$ cat src/rtl/vec_mul_pkg.sv
// rtl/vec_mul_pkg.sv - shared types and constant helpers for the vector-multiplier datapath
package vec_mul_pkg;

  // Sequencer states
  typedef enum logic [1:0] {
    IDLE  = 2'd0,
    FETCH = 2'd1,
    DRAIN = 2'd2,
    DONE  = 2'd3
  } seq_state_e;

  // Working width for the saturation rail helpers; callers truncate to their width
  localparam int SAT_W = 128;

  // Accumulator wide enough that DEPTH full-scale products can never overflow
  function automatic int acc_width_default(input int addr_width, input int data_width);
    return 2 * data_width + addr_width;
  endfunction

  // Largest positive two's-complement value of width w (low w bits are significant)
  function automatic logic [SAT_W-1:0] sat_max(input int w);
    return (SAT_W'(1) << (w - 1)) - SAT_W'(1);
  endfunction

  // Most negative two's-complement value of width w (low w bits are significant)
  function automatic logic [SAT_W-1:0] sat_min(input int w);
    return {SAT_W{1'b1}} << (w - 1);
  endfunction

endpackage

$ cat src/rtl/mac_unit.sv
// rtl/mac_unit.sv - signed multiply with registered accumulate; saturation when DOT_PRODUCT_SAT_EN is defined
module mac_unit
  import vec_mul_pkg::*;
#(
  parameter int DATA_WIDTH = 24,
  parameter int ACC_WIDTH  = 52
) (
  input  logic                  clk,
  input  logic                  rst_n,
  input  logic                  clr_i,
  input  logic                  en_i,
  input  logic [DATA_WIDTH-1:0] a_i,
  input  logic [DATA_WIDTH-1:0] b_i,
  output logic [ACC_WIDTH-1:0]  acc_next_o
);

  localparam int PW = 2 * DATA_WIDTH;

  logic signed [PW-1:0]        prod;
  logic signed [ACC_WIDTH-1:0] prod_ext;
  logic signed [ACC_WIDTH-1:0] sum;
  logic [ACC_WIDTH-1:0]        acc_q;
  logic [ACC_WIDTH-1:0]        acc_d;

  // Full-precision product, then sign-extend or truncate to the accumulator width
  assign prod     = $signed(a_i) * $signed(b_i);
  assign prod_ext = ACC_WIDTH'(prod);

`ifdef DOT_PRODUCT_SAT_EN
  localparam logic [ACC_WIDTH-1:0] SAT_MAX = ACC_WIDTH'(sat_max(ACC_WIDTH));
  localparam logic [ACC_WIDTH-1:0] SAT_MIN = ACC_WIDTH'(sat_min(ACC_WIDTH));

  logic signed [ACC_WIDTH:0] wide_sum;

  // One guard bit detects overflow; clamp to the rail in the overflow direction
  always_comb begin
    wide_sum = {acc_q[ACC_WIDTH-1], acc_q} + {prod_ext[ACC_WIDTH-1], prod_ext};
    sum      = wide_sum[ACC_WIDTH-1:0];
    if (wide_sum[ACC_WIDTH] != wide_sum[ACC_WIDTH-1]) begin
      sum = wide_sum[ACC_WIDTH] ? SAT_MIN : SAT_MAX;
    end
  end
`else
  // Plain two's-complement wrap
  always_comb begin
    sum = $signed(acc_q) + prod_ext;
  end
`endif

  // Next accumulator value: clear wins over enable
  always_comb begin
    acc_d = acc_q;
    if (clr_i) begin
      acc_d = '0;
    end else if (en_i) begin
      acc_d = sum;
    end
  end

  // Accumulator register
  always_ff @(posedge clk or negedge rst_n) begin
    if (!rst_n) begin
      acc_q <= '0;
    end else begin
      acc_q <= acc_d;
    end
  end

  assign acc_next_o = acc_d;

endmodule

$ cat src/rtl/dot_product_sequencer.sv
// rtl/dot_product_sequencer.sv - streams A/B RAM addresses, accumulates the dot product, returns it on valid/ready (option DOT_PRODUCT_SAT_EN)
module dot_product_sequencer
  import vec_mul_pkg::*;
#(
  parameter int ADDR_WIDTH = 4,
  parameter int DATA_WIDTH = 24,
  parameter int ACC_WIDTH  = acc_width_default(ADDR_WIDTH, DATA_WIDTH)
) (
  input  logic                  clk,
  input  logic                  reset,
  input  logic                  start,
  input  logic [ADDR_WIDTH-1:0] base_addr,
  input  logic [ADDR_WIDTH:0]   length,
  output logic                  busy,
  output logic                  err,
  output logic [ADDR_WIDTH-1:0] ram_addr,
  input  logic [DATA_WIDTH-1:0] ram_a_data,
  input  logic [DATA_WIDTH-1:0] ram_b_data,
  output logic [ACC_WIDTH-1:0]  result,
  output logic                  result_valid,
  input  logic                  result_ready
);

  localparam int                DEPTH   = 2 ** ADDR_WIDTH;
  localparam logic [ADDR_WIDTH:0] LEN_MAX = (ADDR_WIDTH + 1)'(DEPTH);
  localparam logic [ADDR_WIDTH:0] LEN_ONE = (ADDR_WIDTH + 1)'(1);

  seq_state_e            state_q;
  logic [ADDR_WIDTH-1:0] ram_addr_q;
  logic [ADDR_WIDTH:0]   remaining_q;
  logic                  rd_valid_q;
  logic                  busy_q;
  logic                  err_q;
  logic                  result_valid_q;
  logic [ACC_WIDTH-1:0]  result_q;

  logic                  cmd_legal;
  logic                  cmd_accept;
  logic [ACC_WIDTH-1:0]  acc_next;

  assign cmd_legal  = (length != '0) && (length <= LEN_MAX);
  assign cmd_accept = (state_q == IDLE) && start && cmd_legal;

  // rd_valid_q marks the cycle after an address was issued, when RAM data is on the bus
  mac_unit #(
    .DATA_WIDTH (DATA_WIDTH),
    .ACC_WIDTH  (ACC_WIDTH)
  ) u_mac (
    .clk        (clk),
    .rst_n      (reset),
    .clr_i      (cmd_accept),
    .en_i       (rd_valid_q),
    .a_i        (ram_a_data),
    .b_i        (ram_b_data),
    .acc_next_o (acc_next)
  );

  // Sequencer FSM: command capture, address streaming, drain of the last read, result handshake
  always_ff @(posedge clk or negedge reset) begin
    if (!reset) begin
      state_q        <= IDLE;
      ram_addr_q     <= '0;
      remaining_q    <= '0;
      rd_valid_q     <= 1'b0;
      busy_q         <= 1'b0;
      err_q          <= 1'b0;
      result_valid_q <= 1'b0;
      result_q       <= '0;
    end else begin
      err_q      <= 1'b0;
      rd_valid_q <= (state_q == FETCH);
      case (state_q)
        IDLE: begin
          if (start) begin
            if (cmd_legal) begin
              ram_addr_q  <= base_addr;
              remaining_q <= length;
              busy_q      <= 1'b1;
              state_q     <= FETCH;
            end else begin
              err_q <= 1'b1;
            end
          end
        end
        FETCH: begin
          if (remaining_q == LEN_ONE) begin
            remaining_q <= '0;
            state_q     <= DRAIN;
          end else begin
            remaining_q <= remaining_q - LEN_ONE;
            ram_addr_q  <= ram_addr_q + 1'b1;
          end
        end
        DRAIN: begin
          // The final product lands on this edge, so capture the accumulator's next value
          result_q       <= acc_next;
          result_valid_q <= 1'b1;
          state_q        <= DONE;
        end
        DONE: begin
          if (result_ready) begin
            result_valid_q <= 1'b0;
            busy_q         <= 1'b0;
            state_q        <= IDLE;
          end
        end
        default: begin
          state_q <= IDLE;
        end
      endcase
    end
  end

  assign busy         = busy_q;
  assign err          = err_q;
  assign ram_addr     = ram_addr_q;
  assign result       = result_q;
  assign result_valid = result_valid_q;

endmodule

$ cat config.mk
export PLATFORM = sky130hd
export DESIGN_NAME = dot_product_sequencer
export DESIGN_NICKNAME = d
export VERILOG_FILES = /design/src/rtl/vec_mul_pkg.sv /design/src/rtl/mac_unit.sv /design/src/rtl/dot_product_sequencer.sv
export SDC_FILE = /design/constraint.sdc
export NUM_CORES = 2
export LEC_CHECK = 0
export CAP_MARGIN = 20
export CORE_UTILIZATION = 66
export DETAILED_ROUTE_END_ITERATION = 8
export GPL_TIMING_DRIVEN = 0
export PLACE_DENSITY = 0.86
export SLEW_MARGIN = 20
export SYNTH_ARGS = -nofsm -noshare
export SYNTH_HDL_FRONTEND = slang
export SYNTH_SLANG_ARGS = --single-unit
export TNS_END_PERCENT = 50
$ cat constraint.sdc
create_clock -name clk -period 7.6 [get_ports clk]
set_input_delay 1.52 -clock clk [delete_from_list [all_inputs] [get_ports clk]]
set_output_delay 1.52 -clock clk [all_outputs]
set_load 0.01 [all_outputs]
==> results.json <==
{
  "status": "finished with violations",
  "violations": "negative setup slack",
  "report.final.slew_viol_count": 0,
  "tns_ns": -6.91,
  "cts_tree": "done",
  "multi_input_comb_area_sq_mm": 0.0239,
  "dp_hpwl_um": 72300,
  "clock_sink_count": 119,
  "final_antenna_net_count": 0,
  "synth_area_sq_mm": 0.0287,
  "min_path_type": "register to register",
  "async_flop_share": 1.00,
  "final_util": 0.850,
  "fillers": 2201,
  "synth_cell_types": 72,
  "cp-start-kind": "primary input",
  "max_clock_freq_mhz": 125,
  "max-slew-margin-rel": 0.393,
  "hold_violations": 0,
  "synth_edf_count": 0,
  "finClkSkew_ns": 0.0176,
  "r2r_start": "u_mac.acc_q[10]",
  "hold_path_end": "result[15]",
  "pre_cts_ws_ns": -2.09,
  "rsz0062_at_grt": "true",
  "placementRows": 75,
  "first_iter_violations": 2514,
  "io_pins": 120,
  "track_usage": 0.459,
  "die_h_um": 210,
  "die_x_um": 210,
  "initial_utilization": 0.676,
  "reg2reg_slack_ns": 1.92,
  "setup_viol_count_final": 43,
  "period_share": 1.05,
  "syn_avg_cell_area_sq_um": 9.48,
  "synthFlopType": "dfrtp_1",
  "final_common_cell": "inv_1",
  "grt_max_degree": 68,
  "clockBufferDepth": 3,
  "arrival_ns": 8.31,
  "clk_latency_ns": 0.46,
  "post-route-worst-setup-slack_ns": -0.373,
  "core-area_sq_mm": 0.0424,
  "crit_required_ns": 7.94,
  "tightest_slew_ns": 0.911,
  "r2r_cells": 18,
  "firstDrtPassIters": 6,
  "htreeDepth": 4,
  "grt_pass1_vias": 26061,
  "drc": 0,
  "whs_path_depth": 1,
  "cp_max_fo": 7,
  "io_buffers": 119,
  "grt_pass1_wl_um": 150000,
  "gp_congestion": 1.02,
  "area_growth_pct": 25.8,
  "root_buffer": "clkbuf_16",
  "viasPerCell": 6.13,
  "critPathKind": "primary input to register",
  "yosysWarnings": 0,
  "layout.area.seq_sq_mm": 0.00298,
  "via_count": 24146,
  "clk_transition_reported_paths_ns": 0.05,
  "routed_wl_um": 100000,
  "hold_path_startpoint": "result[15]",
  "r2r-end": "result[50]",
  "die-area_sq_mm": 0.0443,
  "layout.nets": 4265,
  "worst_setup_path_end_kind": "register",
  "synth_seq_cells": 119,
  "ys_seq_area_frac": 0.104,
  "synth_cells": 3022,
  "max_cap_viol_count": 0,
  "cts_buffers": 25,
  "mostFrequentLayoutCells": "inv_1 (670), fa_1 (621), nand2_1 (371)",
  "holdWs_ns": 0.501,
  "layout-drive-gt1-share": 0.217,
  "antenna_found_initial": 3,
  "synth_nets": 3934,
  "wire_per_inst_um": 25.4,
  "overflow": 0,
  "period_minus_slack_ns": 7.97
}
-- metal layers --
layer,vias to the layer above,wire [um],global-route usage
met5,-,21,0
met4,4,8130,0.265
met3,558,12800,0.139
met2,1878,44900,0.710
met1,12067,34300,0.576
li1,9639,-,-
-- final cells by class --
type / instances / area share
Sequential cell: 119 / 0.0826
Buffer: 129 / 0.0553
Clock inverter: 2 / 0.000278
Inverter: 723 / 0.0754
Multi-Input combinational cell: 2039 / 0.664
Clock buffer: 30 / 0.0184
Antenna cell: 2 / 0.000139
Timing Repair Buffer: 316 / 0.0842
Tap cell: 577 / 0.0200
-- state kept, by name, indices dropped and copies added (netlist names) --
signal	cells
u_mac.acc_q	52
remaining_q	5
rd_valid_q	1
result_valid	1
err	1
result	52
busy	1
ram_addr	4
state_q	2
-- what timing repair did --
action / in CTS / in global routing
pin swaps: 192 / 124
cloned: 8 / 0
hold buffers: 0 / 0
endpoints found under the setup margin: 81 / 61
gates resized for setup: 855 / 192
setup buffers: 138 / 51
-- synthesized netlist by cell type, types with 8 or more instances --
| master | instances | area (sq um) |
|---|---|---|
| inv_1 | 722 | 2710 |
| fa_1 | 677 | 13600 |
| nand2_1 | 401 | 1510 |
| and2_1 | 227 | 1420 |
| ha_1 | 174 | 2180 |
| clkbuf_1 | 135 | 507 |
| dfrtp_1 | 119 | 2980 |
| nor2_1 | 97 | 364 |
| a21oi_1 | 72 | 360 |
| o21ai_0 | 46 | 230 |
| mux2_2 | 37 | 417 |
| xnor2_1 | 37 | 324 |
| a21o_1 | 32 | 240 |
| mux2i_1 | 32 | 320 |
| nand4_1 | 19 | 119 |
| nor3_1 | 15 | 75.1 |
| xor2_1 | 15 | 131 |
| a31oi_1 | 13 | 81.3 |
| nand3_1 | 11 | 55.1 |
| and3_1 | 10 | 62.6 |
| o21a_1 | 10 | 75.1 |
| o21ai_1 | 10 | 50.1 |
| o2bb2ai_1 | 8 | 70.1 |
-- metrics by stage --
stage	area, sq um	cells
after global routing	36000	3935
after CTS	35000	3885
after detailed placement	30800	3719
after global placement	30800	3718
final	36000	3937
after floorplan	28900	3022
-- cells by family after synthesis --
logic type,synth area share
xor gates and xnor gates,0.0159
adders and majority gates,0.549
AOI/OAI and AO/OA,0.0586
DFF,0.104
muxes,0.0261
and+or+nand+nor,0.133
buffers and inverters,0.113
-- worst max-delay path, stage by stage --
cell and delay, ns:
buf_12 0.11, clkbuf_16 0.16, and2_4 0.15, fa_1 0.52
fa_2 0.73, buf_4 0.17, inv_2 0.05, fa_1 0.59
fa_1 0.45, inv_2 0.08, fa_2 0.48, fa_1 0.54
inv_2 0.05, fa_1 0.52, inv_2 0.06, ha_4 0.29
a21o_1 0.13, buf_4 0.11, o21ba_2 0.18, o21ai_2 0.19
o2111ai_2 0.16, a21oi_2 0.31, buf_4 0.18, o21ai_2 0.06
mux2i_1 0.15, nand2_1 0.09, mux2_4 0.26
-- worst max-delay path by stage --
stage,to,slack (ns),from
after floorplan,result[50],-0.21,ram_a_data[23]
after global placement,result[48],-2.09,ram_b_data[11]
after detailed placement,result[48],-2.09,ram_b_data[11]
after CTS,result[50],-0.22,ram_a_data[23]
after global routing,result[50],-0.44,ram_a_data[23]
final,result[51],-0.37,ram_a_data[23]
Power is not shown: default switching activity piles up to over one toggle a cycle in this logic, so the estimate is an artifact.
